==> config.mk <==
export PLATFORM = sky130hd
export DESIGN_NAME = fetch_buffer
export DESIGN_NICKNAME = d
export VERILOG_FILES = /design/src/rtl/fetch_buffer.sv
export SDC_FILE = /design/constraint.sdc
export NUM_CORES = 1
export LEC_CHECK = 0
export BUFFER_PORTS_ARGS = -buffer_cell sky130_fd_sc_hd__buf_2
export CAP_MARGIN = 25
export CORE_MARGIN = 2
export CORE_UTILIZATION = 50
export DETAILED_ROUTE_END_ITERATION = 8
export GPL_TIMING_DRIVEN = 0
export PLACE_DENSITY = 0.7
export SLEW_MARGIN = 20
export SYNTH_ARGS = -nofsm -noshare
export SYNTH_HDL_FRONTEND = slang
export SYNTH_SLANG_ARGS = --single-unit
export TNS_END_PERCENT = 1
==> constraint.sdc <==
create_clock -name clk -period 16.2 [get_ports clk]
set_clock_uncertainty 0.2 [all_clocks]
set_input_delay 3.24 -clock clk [delete_from_list [all_inputs] [get_ports clk]]
set_output_delay 3.24 -clock clk [all_outputs]
set_load 0.05 [all_outputs]
==> src/rtl/fetch_buffer.sv <==
// Instruction prefetch buffer: issues sequential fetches, queues returned
// words with their PCs and hands them to decode; redirects flush and restart.
module fetch_buffer #(
    parameter int          DEPTH    = 4,
    parameter logic [31:0] RESET_PC = 32'h0000_0000
) (
    input  logic        clk,
    input  logic        reset,
    output logic        imem_req_valid,
    output logic [31:0] imem_req_addr,
    input  logic        imem_req_ready,
    input  logic        imem_resp_valid,
    input  logic [31:0] imem_resp_data,
    input  logic        redirect_valid,
    input  logic [31:0] redirect_target,
    output logic        out_valid,
    input  logic        out_ready,
    output logic [31:0] out_pc,
    output logic [31:0] out_instruction
);

    localparam int AW = $clog2(DEPTH);
    localparam int CW = AW + 1;
    localparam logic [CW:0] LIMIT = (CW + 1)'(DEPTH);

    logic [31:0]   fetch_pc;
    logic [31:0]   resp_pc;
    logic [CW-1:0] count;
    logic [CW-1:0] inflight;
    logic [CW-1:0] stale;
    logic [CW-1:0] inflight_nxt;
    logic [AW-1:0] wr_ptr;
    logic [AW-1:0] rd_ptr;
    logic [31:0]   pc_mem  [DEPTH];
    logic [31:0]   ins_mem [DEPTH];

    logic [CW:0]   occupancy;
    logic          req_fire;
    logic          resp_ok;
    logic          push;
    logic          pop;
    logic [31:0]   target;

    // Credit rule: queued plus outstanding never exceeds DEPTH, so pushes can't overflow.
    assign occupancy      = {1'b0, count} + {1'b0, inflight};
    assign imem_req_valid = !reset && !redirect_valid && (occupancy < LIMIT);
    assign imem_req_addr  = fetch_pc;
    assign req_fire       = imem_req_valid && imem_req_ready;
    assign resp_ok        = imem_resp_valid && (inflight != '0);
    assign push           = resp_ok && (stale == '0);
    assign out_valid      = (count != '0) && !redirect_valid;
    assign pop            = out_valid && out_ready;
    assign out_pc         = pc_mem[rd_ptr];
    assign out_instruction = ins_mem[rd_ptr];
    assign target         = redirect_target & 32'hFFFF_FFFC;

    always_comb begin
        inflight_nxt = inflight;
        if (req_fire)
            inflight_nxt = inflight_nxt + CW'(1);
        if (resp_ok)
            inflight_nxt = inflight_nxt - CW'(1);
    end

    always_ff @(posedge clk or posedge reset) begin
        if (reset) begin
            fetch_pc <= RESET_PC;
            resp_pc  <= RESET_PC;
            count    <= '0;
            inflight <= '0;
            stale    <= '0;
            wr_ptr   <= '0;
            rd_ptr   <= '0;
            for (int i = 0; i < DEPTH; i++) begin
                pc_mem[i]  <= '0;
                ins_mem[i] <= '0;
            end
        end else begin
            inflight <= inflight_nxt;
            if (redirect_valid) begin
                // Everything still outstanding, minus this cycle's response, is discarded.
                count    <= '0;
                wr_ptr   <= '0;
                rd_ptr   <= '0;
                stale    <= inflight_nxt;
                fetch_pc <= target;
                resp_pc  <= target;
            end else begin
                if (req_fire)
                    fetch_pc <= fetch_pc + 32'd4;
                if (resp_ok && (stale != '0))
                    stale <= stale - CW'(1);
                if (push) begin
                    pc_mem[wr_ptr]  <= resp_pc;
                    ins_mem[wr_ptr] <= imem_resp_data;
                    wr_ptr          <= wr_ptr + AW'(1);
                    resp_pc         <= resp_pc + 32'd4;
                end
                if (pop)
                    rd_ptr <= rd_ptr + AW'(1);
                case ({push, pop})
                    2'b10:   count <= count + CW'(1);
                    2'b01:   count <= count - CW'(1);
                    default: count <= count;
                endcase
            end
        end
    end

endmodule
==> impl_metrics.yaml <==
clocking:
  root_buffer: "clkbuf_16"
  cts_buffer_depth: 3
  clkLatencyLatePin_ns: 0.52
  clkSlewWorstSetupHoldPaths_ns: 0.05
  postCtsSetupBuffers: 0
  cts_tree: "built"
  htreeDepth: 2
  cts-resized-gates: 0
  hold_buffers: 0
  cts-buffers-inserted: 36
  cts_sinks: 321
synthesis:
  yosysSeqAreaShare: 0.529
  synthSimpleGateAreaFrac: 0.0833
  ys_top_cells_by_area: "dfrtp_1 (53%), mux2_2 (19%), mux4_2 (9.2%)"
  synthMuxAreaShare: 0.287
  synthTopCellsByCount: "dfrtp_1 (321), mux2_2 (258), mux4_2 (62)"
  synth_edf_count: 0
  synth_top_family_by_area: "multiplexers"
  synth_top_area_share: 0.529
  syn_avg_cell_area_um2: 13.8
  ys_warn_count: 0
  synth-seq-cells: 321
  yosysMostFrequentCell: "dfrtp_1"
  yosys.area.top_type: "dfrtp_1"
  synth_compound_gate_area_share: 0.0383
  synth_xor_area_frac: 0.0236
  synthArstFlopShare: 1.00
  synth_cells: 1100
  yosysUniqueCellTypes: 60
  yosys.area_share.adder: 0.0120
  synth-main-ff-cell: "dfrtp_1"
  synth.cell_area_um2: 15200
detailed_routing:
  drcViolationCount: 0
  vias: 9991
  drtIter0Drc: 599
  viasPerCell: 5.81
  dr.pass1.iters: 5
  wl_mm: 35.3
  wl_per_cell_um: 20.5
  drtAntennaViolNets: 0
global_routing:
  grt-ovfl-total: 0
  grt_pass1_vias: 10324
  use_met1: 0.331
  grt_max_degree: 95
  met3_usage: 0.0416
  grt_pass1_wl_mm: 56.6
  use_met2: 0.361
  grt_usage: 0.229
  grt_busiest_layer: "met2"
  antenna_found_initial: 2
sta:
  hold_viol: 0
  finalSetupViolCount: 0
  worst_slew_pin_slew_ns: 0.906
  rsz0062_at_grt: "false"
  fmax_ghz: 0.123
  setup_tns_ns: 0
  min_period_ns: 8.15
  maxSlewViolCount: 0
  period_share: 0.503
  relSlewSlack: 0.396
finish:
  nNetsFinal: 1389
  fillCellCount: 2393
  multi_input_area_um2: 6760
  diodes: 0
  drive_above_1_share: 0.453
  regArea_um2: 8030
  area_growth_syn_to_layout_pct: 16.6
  fin_area_um2: 17700
setup_path:
  reg2reg_to: "count[2]$_DFFE_PP0P_"
  worstPathMaxFanout: 10
  path_buf_inv: 4
  startpoint: "redirect_valid"
  worstSetupPathType: "in2out"
  critical-path-top-delay-family: "buffers and inverters"
  rr_worst_depth: 10
  path_cells: "buf_2 > clkinv_1 > clkbuf_1 > and4_1 > buf_2"
  end_kind: "output port"
  path_common_cell: "buf_2"
  worst_ep_required_time_ns: 12.76
  critPathArrivalTime_ns: 4.71
  timing.critical_path.from_type: "primary input"
  slowest_stage: "clkbuf_1"
  max_stage_delay_ns: 0.52
  r2r-start: "inflight[0]$_DFF_PP0_"
  r2r_slack_ns: 13.00
worst_hold_path:
  hp-class: "reg2reg"
  min_delay_path_depth: 1
  min_from: "pc_mem[46]$_DFFE_PP0P_"
  holdPathEnd: "pc_mem[46]$_DFFE_PP0P_"
floorplan:
  fp.dieH_um: 178
  fp.coreArea_um2: 29800
  start_util: 0.510
  rows: 63
  die_w_um: 178
  ioPinCount: 168
  dieArea_um2: 31800
power:
  p_per_area_nw_per_um2: 155
  total_leakage_power_uw: 0.00831
  ir_drop_v: 0.0000689
status:
  outcome: "complete, no violations"
job:
  cap_violations: 0
placement:
  hpwlAfterDp_mm: 24.6
  placed_cell_area_um2: 16600
  gp_congestion: 0.926
  portBuffers: 161
==> through the flow <==
step / power, uW / worst slack (ns) / hold slack (ns) / util / std cells
after floorplan: 1770 / 3.88 / 0.274 / - / 1103
after detailed placement: 1980 / 8.10 / 0.287 / 0.556 / 1657
final: 2740 / 8.05 / 0.298 / 0.594 / 1720
after global placement: 1960 / 0.235 / 0.281 / 0.553 / 1654
after global routing: 2870 / 7.97 / 0.310 / 0.594 / 1720
after CTS: 2770 / 8.09 / 0.300 / 0.594 / 1720
==> metal layers <==
metal,up-vias,wire length (um),share of wire
li1,4470,-,-
met1,5106,15800,0.45
met2,349,16400,0.46
met3,62,2330,0.066
met4,4,722,0.020
met5,-,21,0.00060
==> cell type report <==
| class | instances | area share |
|---|---|---|
| buffer | 74 | 0.0196 |
| clock inverter | 9 | 0.00332 |
| inverter | 16 | 0.00382 |
| tap | 390 | 0.0276 |
| clock buffer | 54 | 0.0605 |
| multi-input combinational | 692 | 0.381 |
| timing repair buffer | 164 | 0.0502 |
| sequential | 321 | 0.454 |
==> placed cells by master (no fill, tap or decap), types with 16 or more instances in the layout <==
cell	count
buf_2	200
clkbuf_1	32
clkbuf_16	38
dfrtp_1	321
mux2_2	258
mux4_2	62
nand2_1	45
nand3_1	45
nand4_1	21
nor2_1	31
o21ai_0	16
xnor2_1	24
xor2_1	17
==> registers in the layout (all words and copies together) (netlist names) <==
name / cells
ins_mem: 128
resp_pc: 30
wr_ptr: 2
pc_mem: 120
imem_req_addr: 30
rd_ptr: 2
stale: 3
count: 3
inflight: 3
==> worst max path at each step <==
| stage | endpoint | slack [ns] | cells past startpoint |
|---|---|---|---|
| 3_5_place_dp | imem_req_valid | 8.10 | 5 |
| 6_report | imem_req_valid | 8.05 | 5 |
| 5_1_grt | imem_req_valid | 7.97 | 5 |
| 2_1_floorplan | count[0]$_DFFE_PP0P_ | 3.88 | 1 |
| 4_1_cts | imem_req_valid | 8.09 | 5 |
| 3_3_place_gp | ins_mem[111]$_DFFE_PP0P_ | 0.24 | 2 |
==> report_power, final <==
group | switching [uW] | internal [uW]
Sequential | 95.3 | 960
Combinational | 580 | 328
Clock | 321 | 458
Total | 997 | 1750
==> logic make-up (layout without fill, tap and decap cells) <==
group / after synthesis / after routing
multiplexers: 325 / 325
flip-flops: 321 / 321
AND/OR/NAND/NOR: 219 / 219
buffers and inverters: 90 / 317
AO/OA/AOI/OAI: 89 / 89
XOR/XNOR: 41 / 41
adder cells (fa/ha/maj): 14 / 14
other: 1 / 4
Power figures use the tool's default switching activity.
